File: src/rtl/regfile_mp.sv
// Multi-ported register file: 2 write ports, NUM_RD combinational read ports, per-entry busy scoreboard.
// Optional write-to-read forwarding is enabled by defining REGFILE_BYPASS_EN.

module regfile_mp_rdport #(
  parameter int DATA_W  = 32,
  parameter int ADDR_W  = 5,
  parameter int ZERO_R0 = 1
) (
  input  logic                                  rst,
  input  logic                                  en,
  input  logic [ADDR_W-1:0]                     addr,
  input  logic [2**ADDR_W-1:0][DATA_W-1:0]      mem,
  input  logic [2**ADDR_W-1:0]                  busy,
`ifdef REGFILE_BYPASS_EN
  input  logic                                  we0,
  input  logic [ADDR_W-1:0]                     waddr0,
  input  logic [DATA_W-1:0]                     wdata0,
  input  logic                                  we1,
  input  logic [ADDR_W-1:0]                     waddr1,
  input  logic [DATA_W-1:0]                     wdata1,
`endif
  output logic [DATA_W-1:0]                     data,
  output logic                                  busy_o
);

  always_comb begin
    data   = mem[addr];
    busy_o = busy[addr];
`ifdef REGFILE_BYPASS_EN
    // Forwarded data is final, so the entry is no longer pending from the reader's view.
    if (we1 && (waddr1 == addr)) begin
      data   = wdata1;
      busy_o = 1'b0;
    end else if (we0 && (waddr0 == addr)) begin
      data   = wdata0;
      busy_o = 1'b0;
    end
`endif
    if ((ZERO_R0 != 0) && (addr == '0)) begin
      data   = '0;
      busy_o = 1'b0;
    end
    if (rst || !en) begin
      data   = '0;
      busy_o = 1'b0;
    end
  end

endmodule

module regfile_mp #(
  parameter int DATA_W  = 32,
  parameter int ADDR_W  = 5,
  parameter int NUM_RD  = 3,
  parameter int ZERO_R0 = 1
) (
  input  logic                       clk,
  input  logic                       rst,
  input  logic                       we0,
  input  logic [ADDR_W-1:0]          waddr0,
  input  logic [DATA_W-1:0]          wdata0,
  input  logic                       we1,
  input  logic [ADDR_W-1:0]          waddr1,
  input  logic [DATA_W-1:0]          wdata1,
  input  logic [NUM_RD-1:0]          rd_en,
  input  logic [NUM_RD*ADDR_W-1:0]   rd_addr,
  output logic [NUM_RD*DATA_W-1:0]   rd_data,
  output logic [NUM_RD-1:0]          rd_busy,
  input  logic                       sb_set,
  input  logic [ADDR_W-1:0]          sb_addr,
  output logic                       sb_stall,
  output logic [ADDR_W:0]            busy_cnt
);

  localparam int DEPTH = 2**ADDR_W;
  localparam int CW    = ADDR_W + 1;

  logic [DEPTH-1:0][DATA_W-1:0] mem_q, mem_d;
  logic [DEPTH-1:0]             busy_q, busy_d;
  logic [CW-1:0]                cnt_q, cnt_d;

  logic sb_acc, inc, dec0, dec1;

  assign sb_stall = !rst && sb_set && busy_q[sb_addr];
  assign sb_acc   = sb_set && !busy_q[sb_addr];
  assign busy_cnt = cnt_q;

  always_comb begin
    mem_d  = mem_q;
    busy_d = busy_q;
    if (we0) begin
      mem_d[waddr0]  = wdata0;
      busy_d[waddr0] = 1'b0;
    end
    if (we1) begin
      mem_d[waddr1]  = wdata1;
      busy_d[waddr1] = 1'b0;
    end
    // Reserve is applied last so it wins over a same-cycle write to the same entry.
    if (sb_acc) busy_d[sb_addr] = 1'b1;
    if (ZERO_R0 != 0) begin
      mem_d[0]  = '0;
      busy_d[0] = 1'b0;
    end
  end

  // Incremental popcount: an accepted reserve targets a non-busy entry, so it never
  // overlaps a clear; port 1 only counts a clear port 0 did not already count.
  always_comb begin
    inc   = sb_acc && !((ZERO_R0 != 0) && (sb_addr == '0));
    dec0  = we0 && busy_q[waddr0];
    dec1  = we1 && busy_q[waddr1] && !(we0 && (waddr0 == waddr1));
    cnt_d = cnt_q + CW'(inc) - CW'(dec0) - CW'(dec1);
  end

  always_ff @(posedge clk or posedge rst) begin
    if (rst) begin
      mem_q  <= '0;
      busy_q <= '0;
      cnt_q  <= '0;
    end else begin
      mem_q  <= mem_d;
      busy_q <= busy_d;
      cnt_q  <= cnt_d;
    end
  end

  for (genvar k = 0; k < NUM_RD; k++) begin : g_rd
    regfile_mp_rdport #(
      .DATA_W (DATA_W),
      .ADDR_W (ADDR_W),
      .ZERO_R0(ZERO_R0)
    ) u_rd (
      .rst   (rst),
      .en    (rd_en[k]),
      .addr  (rd_addr[k*ADDR_W +: ADDR_W]),
      .mem   (mem_q),
      .busy  (busy_q),
`ifdef REGFILE_BYPASS_EN
      .we0   (we0),
      .waddr0(waddr0),
      .wdata0(wdata0),
      .we1   (we1),
      .waddr1(waddr1),
      .wdata1(wdata1),
`endif
      .data  (rd_data[k*DATA_W +: DATA_W]),
      .busy_o(rd_busy[k])
    );
  end

endmodule

File: config.mk
export PLATFORM = sky130hd
export DESIGN_NAME = regfile_mp
export DESIGN_NICKNAME = d
export VERILOG_FILES = /design/src/rtl/regfile_mp.sv
export SDC_FILE = /design/constraint.sdc
export NUM_CORES = 2
export LEC_CHECK = 0
export BUFFER_PORTS_ARGS = -buffer_cell sky130_fd_sc_hd__clkbuf_2
export CORE_ASPECT_RATIO = 1.75
export CORE_MARGIN = 4
export CORE_UTILIZATION = 45
export CTS_BUF_LIST = sky130_fd_sc_hd__clkbuf_4 sky130_fd_sc_hd__clkbuf_8 sky130_fd_sc_hd__clkbuf_16
export CTS_CLUSTER_SIZE = 28
export DETAILED_ROUTE_END_ITERATION = 8
export PLACE_DENSITY = 0.66
export REMOVE_ABC_BUFFERS = 1
export SLEW_MARGIN = 20
export SYNTH_ARGS = -nofsm -noshare
export SYNTH_HDL_FRONTEND = slang
export SYNTH_HIERARCHICAL = 1
export SYNTH_SLANG_ARGS = --single-unit
File: constraint.sdc
create_clock -name clk -period 45.9 [get_ports clk]
set_clock_uncertainty 0.1 [all_clocks]
set_input_delay 4.59 -clock clk [delete_from_list [all_inputs] [get_ports clk]]
set_output_delay 4.59 -clock clk [all_outputs]
set_load 0.02 [all_outputs]
==> results.cfg <==
[route]
vias = 67500
firstDrtPassIters = 7
viasPerCell = 7.09
drt_iter0_markers = 9931
postRouteWirelength_mm = 335
drc_errors = 0
ant_nets = 0
post_drt_wl_per_cell_um = 35.2

[placed_design]
dp_hpwl_mm = 191
dpl_worst_slack_ns = 32.49
io_buffers = 207
placed_area_sq_um = 76800
place.gp.congestion = 0.956
dp_cells = 9297

[critical_path]
end_kind = output pin
crit_path_start_kind = input pin
timing_worst_setup_path_type = input pin to output pin
slowest_stage = nor3b_4
crit_buf_inv = 5
reg2reg_slack_ns = 41.96
required_ns = 41.21
crit_chain = buf_8 -> buf_4 -> buf_4 -> nor2_1 -> nor3b_4 -> buf_4 -> a21oi_1 -> nand4_1 -> clkbuf_2
worst_path_most_repeated_cell = buf_4
crit_family = buffers and inverters
slowest_delay_ns = 0.79
cp_max_fo = 54
critPathArrivalTime_ns = 9.05

[synthesis]
synth_edf_count = 0
ys.warnings.count = 6
synth_area_sq_um = 75000
yosysSeqAreaShare_pct = 34.4
synth_flop_cell = dfrtp_1
netlist-cell-type-count = 60
syn_inst = 7541
avgSynthCellArea_sq_um = 9.94
ys_ff_latch = 1029
ys_async_sr_fraction_pct = 100

[power]
switchingPower_mw = 1.13
seqPwrFrac_pct = 43.1
clkPwrFrac_pct = 28.8
peakVddDrop_uv = 30.1
p_leak_nw = 36.3
switching_share_pct = 34.6
finalPower_mw = 3.28
p_per_area_nw_per_um2 = 40.7
pwr-share-comb_pct = 28.2
p_int_mw = 2.15

[sta]
fin_crit_sh_pct = 29.9
slew_violations = 0
setup_viol = 0
slew_headroom_pct = 16.5
rsz0062_at_grt = false
setup_slack_ns = 32.16
hold_viol_final = 0
worstMarginPinSlew_ns = 1.25
fmax_ghz = 0.0728
final.setup.tns_ns = 0
post-route-min-period_ns = 13.74

[grt]
grt_overflow_total = 0
antenna_found_initial = 29
grt_usage_pct = 37.8
grtUsageMet1_pct = 44.0
busiest_layer = met2
grt_util_met2_pct = 56.2
grt_max_degree = 181
grtUsageMet3_pct = 12.2
grt_pass1_vias = 66100
grt_pass1_wl_mm = 476

[clock_network]
cts_tree = built
cts_resized = 0
post_cts_buffers = 0
cts_max_path_buffers = 3
root_buffer = clkbuf_16
cts.sinks = 1029
insertion_delay_ns = 0.75
clk_pin_slew_worst_paths_ns = 0.06
numCtsBuffers = 103
h-tree-depth = 3
cts_hold_buf = 0

[die]
die_w_um = 317
start_util_pct = 45.4
dieArea_sq_um = 173000
ios = 208
die_y_um = 548
coreArea_sq_um = 165000
core.rowCount = 197

[run_status]
status = complete, no violations

[cells_and_area]
fin_nets = 7327
fillers = 15100
drive_gt1_share_pct = 14.7
final_cell_count_no_fill = 9518
final_common_cell = mux2i_1
syn2layout_area_growth_pct = 7.62
mostFrequentLayoutCells = mux2i_1, dfrtp_1, a21oi_1
final_area_sq_um = 80700

[run]
cap_viol_max_count = 0

[hold_path]
hp-class = flop to flop
==> power groups by stage <==
stage	Combinational (mW)	Sequential [mW]	Clock, mW
global placement	0.873	1.39	0
finish	0.924	1.41	0.945
global route	0.994	1.44	0.977
CTS	0.905	1.40	0.947
floorplan	0.656	1.34	0
detailed placement	0.903	1.41	0
==> Yosys cell counts, types with 25 or more instances <==
| master | instances | area, sq um |
|---|---|---|
| dfrtp_1 | 1029 | 25700 |
| buf_1 | 60 | 225 |
| a21oi_1 | 722 | 3610 |
| a22oi_1 | 391 | 2940 |
| mux2i_1 | 1799 | 18000 |
| buf_2 | 192 | 961 |
| nand2_1 | 546 | 2050 |
| nand4_1 | 106 | 663 |
| nor2b_1 | 25 | 156 |
| clkbuf_1 | 514 | 1930 |
| nand3_1 | 212 | 1060 |
| mux4_2 | 411 | 9260 |
| and3_1 | 195 | 1220 |
| buf_4 | 71 | 533 |
| nor2_1 | 563 | 2110 |
| o21ai_1 | 470 | 2350 |
| buf_6 | 41 | 462 |
==> worst reg2reg max path: stages, from the launching register on <==
cell and delay (ns):
dfrtp_1 0.48, mux4_2 0.50, mux4_2 0.50, a221oi_1 0.38, nor2_1 0.11, fa_1 0.41, ha_1 0.28, inv_1 0.05
ha_1 0.14, inv_1 0.06, fa_1 0.42, inv_1 0.08, a21o_1 0.11, a21oi_1 0.07, xnor2_1 0.12
==> metrics by stage <==
stage	hold slack, ns	utilization, %
6_report	0.497	48.8
3_5_place_dp	0.478	46.5
4_1_cts	0.496	48.7
3_3_place_gp	0.463	46.5
2_1_floorplan	0.439	-
5_1_grt	0.517	48.8
==> metal layers <==
metal | up-vias | share of wire, %
met4 | 18 | 11
met1 | 32900 | 33
met5 | - | 0.046
met3 | 1894 | 13
met2 | 5427 | 44
li1 | 27200 | -
==> logic make-up after synthesis <==
family / after synthesis / share of synthesized area (%)
fa+ha+maj: 8 / 0.154
simple gates: 1730 / 10.7
flops: 1029 / 34.4
other cells: 1 / 0.00500
mux: 2219 / 36.5
xor+xnor: 9 / 0.105
buf+inv: 899 / 5.63
compound gates: 1646 / 12.5
==> area by class of cell <==
class / instances / area [sq um] / share of cell area (%)
multi-input cells: 5711 / 46000 / 57.1
clock inverters: 32 / 527 / 0.653
clock buffers: 152 / 3090 / 3.83
inverters: 18 / 75.1 / 0.0931
diodes: 33 / 82.6 / 0.102
repair buffers: 354 / 2370 / 2.93
well taps: 2189 / 2740 / 3.40
flip-flops and latches: 1029 / 25700 / 31.9
==> state kept, by name, indices dropped and copies added, names as in the netlist <==
name      cells
busy_cnt      6
busy_q       31
mem_q       992
==> worst paths after layout <==
path                                   from     endpoint  cells past startpoint
max in group asynchronous               rst   mem_q[112]                      7
worst min-delay path             mem_q[169]   mem_q[169]                      2
worst max-delay path            rd_addr[11]  rd_data[76]                      9
worst max register to register   busy_q[28]  busy_cnt[5]                     14
min in group asynchronous               rst   mem_q[399]                      2
worst min register to register   mem_q[169]   mem_q[169]                      2
Power figures use the tool's default switching activity.
